File: src/rtl/ps2_host_tx.sv
// Host-to-device PS/2 transmitter: inhibits the bus, issues a request-to-send,
// then shifts one odd-parity byte out on device clock falls and checks the ACK.
module ps2_host_tx #(
    parameter int unsigned CLK_HZ         = 12000000,
    parameter int unsigned INHIBIT_CYCLES = 1200,
    parameter int unsigned TIMEOUT_CYCLES = 180000,
    parameter int unsigned FILTER_LEN     = 4
) (
    input  logic       clk_i,
    input  logic       rst_ni,
    input  logic [7:0] tx_data_i,
    input  logic       tx_start_i,
    output logic       busy_o,
    output logic       done_o,
    output logic       error_o,
    input  logic       ps2clk_i,
    input  logic       ps2data_i,
    output logic       ps2clk_oe_o,
    output logic       ps2data_oe_o
);

    localparam int unsigned CntMaxVal =
        (INHIBIT_CYCLES > TIMEOUT_CYCLES) ? INHIBIT_CYCLES : TIMEOUT_CYCLES;
    localparam int unsigned CntW = $clog2(CntMaxVal + 1);

    // Bit-edge reaction (sync + filter + edge detect) must fit well inside the
    // 30 us low half-period of the device clock.
    if ((FILTER_LEN + 3) * 1000000 >= 30 * CLK_HZ) begin : g_latency_check
        $error("ps2_host_tx: edge latency too long for CLK_HZ");
    end

    typedef enum logic [2:0] {
        StIdle,
        StInhibit,
        StReq,
        StSend,
        StWaitIdle,
        StDone,
        StError
    } state_e;

    state_e              state_q, state_d;
    logic [CntW-1:0]     cnt_q, cnt_d;
    logic [9:0]          frame_q, frame_d;
    logic [3:0]          edge_q, edge_d;
    logic                data_oe_q, data_oe_d;

    logic [1:0]            clk_sync_q, data_sync_q;
    logic [FILTER_LEN-1:0] clk_hist_q, data_hist_q;
    logic                  clk_filt_q, data_filt_q, clk_filt_prev_q;
    logic                  clk_fall;
    logic                  timeout;

    // Idle bus level is high, so the conditioning chain resets to all ones.
    always_ff @(posedge clk_i or negedge rst_ni) begin
        if (!rst_ni) begin
            clk_sync_q      <= '1;
            data_sync_q     <= '1;
            clk_hist_q      <= '1;
            data_hist_q     <= '1;
            clk_filt_q      <= 1'b1;
            data_filt_q     <= 1'b1;
            clk_filt_prev_q <= 1'b1;
        end else begin
            clk_sync_q      <= {clk_sync_q[0], ps2clk_i};
            data_sync_q     <= {data_sync_q[0], ps2data_i};
            clk_hist_q      <= FILTER_LEN'({clk_hist_q, clk_sync_q[1]});
            data_hist_q     <= FILTER_LEN'({data_hist_q, data_sync_q[1]});
            clk_filt_prev_q <= clk_filt_q;
            if (&clk_hist_q) begin
                clk_filt_q <= 1'b1;
            end else if (~|clk_hist_q) begin
                clk_filt_q <= 1'b0;
            end
            if (&data_hist_q) begin
                data_filt_q <= 1'b1;
            end else if (~|data_hist_q) begin
                data_filt_q <= 1'b0;
            end
        end
    end

    assign clk_fall = clk_filt_prev_q & ~clk_filt_q;
    assign timeout  = (cnt_q == CntW'(TIMEOUT_CYCLES - 1));

    always_ff @(posedge clk_i or negedge rst_ni) begin
        if (!rst_ni) begin
            state_q   <= StIdle;
            cnt_q     <= '0;
            frame_q   <= '0;
            edge_q    <= '0;
            data_oe_q <= 1'b0;
        end else begin
            state_q   <= state_d;
            cnt_q     <= cnt_d;
            frame_q   <= frame_d;
            edge_q    <= edge_d;
            data_oe_q <= data_oe_d;
        end
    end

    always_comb begin
        state_d   = state_q;
        cnt_d     = (&cnt_q) ? cnt_q : cnt_q + CntW'(1);
        frame_d   = frame_q;
        edge_d    = edge_q;
        data_oe_d = data_oe_q;
        unique case (state_q)
            StIdle: begin
                cnt_d     = '0;
                data_oe_d = 1'b0;
                if (tx_start_i) begin
                    frame_d = {1'b1, ~^tx_data_i, tx_data_i};
                    state_d = StInhibit;
                end
            end
            StInhibit: begin
                if (cnt_q == CntW'(INHIBIT_CYCLES - 1)) begin
                    state_d   = StReq;
                    cnt_d     = '0;
                    edge_d    = '0;
                    data_oe_d = 1'b1;
                end
            end
            StReq: begin
                if (clk_fall) begin
                    state_d   = StSend;
                    cnt_d     = '0;
                    edge_d    = 4'd1;
                    data_oe_d = ~frame_q[0];
                end else if (timeout) begin
                    state_d = StError;
                end
            end
            StSend: begin
                if (clk_fall) begin
                    cnt_d = '0;
                    if (edge_q == 4'd10) begin
                        // 11th fall: device must be holding data low as ACK.
                        data_oe_d = 1'b0;
                        state_d   = data_filt_q ? StError : StWaitIdle;
                    end else begin
                        edge_d    = edge_q + 4'd1;
                        data_oe_d = ~frame_q[edge_q];
                    end
                end else if (timeout) begin
                    state_d = StError;
                end
            end
            StWaitIdle: begin
                data_oe_d = 1'b0;
                if (clk_filt_q && data_filt_q) begin
                    state_d = StDone;
                end else if (timeout) begin
                    state_d = StError;
                end
            end
            StDone, StError: begin
                data_oe_d = 1'b0;
                state_d   = StIdle;
            end
            default: begin
                state_d = StIdle;
            end
        endcase
    end

    // Start bit goes low in the final inhibit cycle so data leads clock release.
    always_comb begin
        ps2clk_oe_o  = (state_q == StInhibit);
        ps2data_oe_o = ((state_q == StInhibit) && (cnt_q == CntW'(INHIBIT_CYCLES - 1))) ||
                       (((state_q == StReq) || (state_q == StSend)) && data_oe_q);
        busy_o       = (state_q != StIdle);
        done_o       = (state_q == StDone);
        error_o      = (state_q == StError);
    end

endmodule
File: config.mk
export PLATFORM = sky130hd
export DESIGN_NAME = ps2_host_tx
export DESIGN_NICKNAME = d
export VERILOG_FILES = /design/src/rtl/ps2_host_tx.sv
export SDC_FILE = /design/constraint.sdc
export NUM_CORES = 1
export LEC_CHECK = 0
export ABC_AREA = 1
export ABC_CLOCK_PERIOD_IN_PS = 2100
export CORE_UTILIZATION = 56
export DETAILED_ROUTE_END_ITERATION = 12
export GPL_TIMING_DRIVEN = 1
export PLACE_DENSITY = 0.76
export SYNTH_ARGS = -nofsm -noshare
export SYNTH_HDL_FRONTEND = slang
export SYNTH_SLANG_ARGS = --single-unit
File: constraint.sdc
create_clock -name clk_i -period 2.1 [get_ports clk_i]
set_input_delay 0.315 -clock clk_i [delete_from_list [all_inputs] [get_ports clk_i]]
set_output_delay 0.315 -clock clk_i [all_outputs]
set_load 0.03 [all_outputs]
* Yosys cells after proc, flatten, opt, wreduce, memory -nomap -nowiden
Cells that the tools add are included.
** Word-level totals
- Output and inout bits :: 5
- Register bits after elaboration :: 51
- Logic and storage cells :: 86
** Operators by class
- $add $sub $neg :: 2
- Muxes and demuxes :: 29
- Bitwise gates (word level) :: 4
- Equal/unequal tests :: 17
- Reductions and logical operators :: 21
- Order comparisons :: 1
** Operator list (count)
- 2-to-1 mux 18 bit :: 3
- case mux 18 bit (3 select lines) :: 1
- 2-to-1 mux 3 bit :: 7
- adder 18 x 1 -> 18 bit, second input constant :: 1
- equality test 18 x 11 -> 1 bit, second input constant :: 1
- equality test 18 bit, second input constant :: 1
- AND reduction 18 bit :: 1
- 2-to-1 mux 4 bit :: 4
- case mux 3 bit (5 select lines) :: 1
- != test 2 bit, second input constant :: 6
- case mux 4 bit (3 select lines) :: 1
- AND reduction 4 bit :: 3
- OR reduction 4 bit :: 3
- equality test 3 bit, second input constant :: 3
- 2-to-1 mux 1 bit :: 9
- XNOR reduction 8 bit :: 1
- equality test 3 x 2 -> 1 bit, second input constant :: 2
- nonzero test 3 bit :: 2
- < comparator 4 x 5 -> 1 bit, second input constant :: 1
- AND reduction 5 bit :: 1
- adder 4 x 1 -> 4 bit, second input constant :: 1
- binary-select mux 1 bit (select 4 bit) :: 1
- equality test 4 bit, second input constant :: 1
- case mux 1 bit (4 select lines) :: 1
- other kinds (13) :: 18

* Depth between registers and ports, before layout
- Depth after elaboration :: 6
- Depth in mapped cells :: 11
- Depth with buffers taken out :: 10

* Worst setup path after synthesis
OpenSTA, ideal clock, no wires.
- Path type :: reg2out
- Start :: reg cnt_q[0]
- End :: out ps2data_oe_o
- Cell stages (with the launch flop) :: 6
- Required time :: 1785 ps
- Buffers on the path :: 0
- Slack :: 124 ps
- Data arrival time :: 1661 ps
- Cell sequence :: dfrtp_1 > ha_1 > nand3_2 > nor2_1 > nand3_1 > o21ai_0
** Between the ends
- Word-level cells in the longest chain between the ends :: 3
** RTL lines
- start, declared :: line 43 : logic [CntW-1:0] cnt_q, cnt_d;
- start signal, assigned :: line 95 : cnt_q <= cnt_d;
- equality test 18 x 11 -> 1 bit :: line 171 : ps2data_oe_o = ((state_q == StInhibit) && (cnt_q == CntW'(INHIBIT_CYCLES - 1))) ||
- logical AND 1 bit :: line 171
- logical OR 1 bit :: line 171
- end, declared :: line 19 : output logic ps2data_oe_o
Every way passes these cells.

* Worst setup path after layout
- Start :: reg cnt_q[4]
- End :: out ps2data_oe_o
The elaborated chain is that of the path after synthesis.

==> flow_summary.json <==
{
  "max_freq_mhz": 498,
  "hold_end": "clk_hist_q[0]",
  "initial_core_util": 0.583,
  "cts_max_level": 2,
  "fin_cells": 501,
  "ys_async_sr_fraction": 1.00,
  "yosys.area.top_type": "dfrtp_1",
  "dpl.cell_count": 489,
  "syn-num-nets": 419,
  "critical_path_arrival_ns": 1.69,
  "num_vias": 2638,
  "reg2regPathDepth": 9,
  "ys_seq_elements": 51,
  "first_iter_violations": 199,
  "drv_slew": 0,
  "synth_area_mm2": 0.00300,
  "dieArea_mm2": 0.00565,
  "crit_path_frequent_cell": "nor2_1",
  "swShare": 0.411,
  "netlist_instances": 403,
  "diodes": 0,
  "fin_ws_ns": 0.0921,
  "intPower_mw": 1.86,
  "synth_cell_types": 32,
  "crit_type": "flip-flop to output pin",
  "cts_buffer_depth": 2,
  "worst_pin_slew_ns": 0.547,
  "gp_congestion": 0.896,
  "rrSetupSlack_ns": 0.36,
  "wl_met2_um": 3070,
  "cp_cell_sequence": "nor2_1, nand2_1, nor2_1, nand3_1, o21ai_2, buf_4",
  "hp-start": "clk_sync_q[1]",
  "cp-end-kind": "output pin",
  "clkPwrFrac": 0.196,
  "peakVddDrop_mv": 0.785,
  "portBuffers": 17,
  "clk_latency_ns": 0.32,
  "slowest_stage": "dfrtp_1",
  "cts_tree": "done",
  "fin_skew_ns": 0.00429,
  "drive_gt1_frac": 0.139,
  "cp_max_fo": 5,
  "fp.dieW_um": 75.2,
  "nNetsFinal": 446,
  "setup_viol": 0,
  "p_leak_nw": 1.65,
  "place_ws_ns": 0.196,
  "routedWlPerCell_um": 12.5,
  "p_per_area_mw_per_mm2": 927,
  "firstDrtPassIters": 4,
  "grt_max_degree": 28,
  "post-synth-top-count-cell": "nand2_1",
  "hpwl_um": 4710,
  "cts-root-buf": "clkbuf_8",
  "max_cap_viol_count": 0,
  "synth.avg_cell_area_um2": 7.44,
  "worstPathRequired_ns": 1.78,
  "critPathLaunch": "cnt_q[4]",
  "cts-buffers-inserted": 5,
  "hold_class": "flip-flop to flip-flop",
  "fin_crit_ns": 2.01,
  "synth_edf_count": 0,
  "slew_headroom": 0.635,
  "design.core.area_mm2": 0.00514,
  "grt_usage": 0.256,
  "syn2layout_area_growth_pct": 13.7,
  "antenna_found_initial": 0,
  "hold_viol": 0,
  "seqPwrFrac": 0.415,
  "total_power_mw": 3.16,
  "fin_crit_sh": 0.956,
  "dieHeight_um": 75.2,
  "yosysSeqAreaShare": 0.432,
  "grt_overflow": 0,
  "vias_per_cell": 5.27,
  "cpPeakStageDelay_ns": 0.47,
  "io_pins": 18,
  "routedLengthMet1_um": 2830,
  "first_global_vias": 2436,
  "synthTopCellsByCount": "nand2_1 (102), inv_1 (50), nor2_1 (46)",
  "numClockSinks": 51,
  "whs_path_depth": 0,
  "synth.area.top_cells": "dfrtp_1 (30%), dfstp_2 (13%), nand2_1 (13%), nand3_1 (7.0%), inv_1 (6.3%)",
  "reg2reg_to": "cnt_q[4]",
  "ys.flop_type": "dfrtp_1",
  "r2r_start": "cnt_q[1]",
  "drt_wl_total_um": 6260,
  "status": "complete, no violations",
  "rows": 26,
  "setup.worst_path.start_class": "flip-flop",
  "met3_length_um": 227,
  "top_layer": "met4",
  "synth_warnings": 0,
  "clk_pin_slew_ns": 0.10,
  "drc": 0,
  "synth_top_area_frac": 0.301,
  "power_switching_mw": 1.30,
  "share_comb_of_total_power": 0.389,
  "drtAntennaViolNets": 0,
  "grt_pass1_wl_um": 10900
}
[power groups by stage]
stage	combinational, mW	clock (mW)	sequential, mW
2_1_floorplan	0.874	0	1.28
3_3_place_gp	1.15	0	1.33
3_5_place_dp	1.18	0	1.33
4_1_cts	1.21	0.633	1.30
5_1_grt	1.41	0.677	1.34
6_report	1.23	0.619	1.31
[cell families after synthesis]
family / Yosys count / synth area share
flip-flops: 51 / 0.432
XOR/XNOR: 17 / 0.0497
adder cells (fa/ha/maj): 3 / 0.0125
buffers and inverters: 58 / 0.0768
AO/OA/AOI/OAI: 42 / 0.0768
AND/OR/NAND/NOR: 232 / 0.352
[worst max-delay path, delay by kind of cell (launching register included)]
kind | cells | cell delay (ns)
DFF | 1 | 0.47
buffers and inverters | 1 | 0.18
AOI/OAI and AO/OA | 1 | 0.16
and+or+nand+nor | 4 | 0.57
[registers in the layout, summed over array words and instances, names as in the netlist]
name / flops
clk_filt_q: 1
clk_sync_q: 2
data_oe_q: 1
frame_q: 10
data_sync_q: 2
clk_filt_prev_q: 1
clk_hist_q: 4
data_filt_q: 1
cnt_q: 18
edge_q: 4
data_hist_q: 4
state_q: 3
[how the worst max path moves through the flow]
stage,endpoint,depth (start not counted)
2_1_floorplan,ps2data_oe_o,5
5_1_grt,ps2data_oe_o,6
3_5_place_dp,error_o,3
4_1_cts,busy_o,3
6_report,ps2data_oe_o,6
3_3_place_gp,error_o,3
[placed cells by master (no fill, tap or decap), types with 3 or more instances in the layout]
master           Yosys  routed
clkdlybuf4s50_1      0      11
nand2_2              7       7
dfstp_2             15      15
nor2_1              46      46
nor3_2               3       3
clkbuf_8             0       5
o21ai_1              5       5
nor2_2               8       8
a21oi_1             17      17
nand2_1            102     102
xnor2_1              6       6
nand3_1             42      42
nand3_2              3       3
o21ai_0             12      11
dfrtp_1             36      36
nor3_1               7       7
inv_1               50      50
xor2_1              11      11
buf_4                0       9
nand4_1              8       8
[through the flow]
step	cell area [um^2]	setup TNS [ns]	util	hold WS, ns
global placement	3260	0	0.634	0.329
global route	3410	-0.00492	0.663	0.368
detailed placement	3260	0	0.634	0.331
floorplan	3000	0	-	0.0194
CTS	3370	0	0.657	0.363
finish	3410	0	0.663	0.361
[area by class of cell]
type / instances / area [um^2]
flip-flops and latches: 51 / 1290
multi-input cells: 294 / 1490
clock buffers: 5 / 68.8
repair buffers: 26 / 243
well taps: 70 / 87.6
fillers: 463 / 1730
clock inverters: 3 / 28.8
inverters: 52 / 195
[per-layer routing]
metal  track usage  up-vias
met5             0        -
met4        0.0967        0
met3        0.0442       13
met2         0.436       66
met1         0.328     1212
li1              -     1347
[timing repair]
action                                  4_1_cts  5_1_grt
setup buffers                                 1        2
cloned                                        0        0
hold buffers                                  1        0
gates resized for setup                       4        3
endpoints found under the setup margin        3        2
endpoints found under the hold margin         9        0
Power figures use the tool's default switching activity.
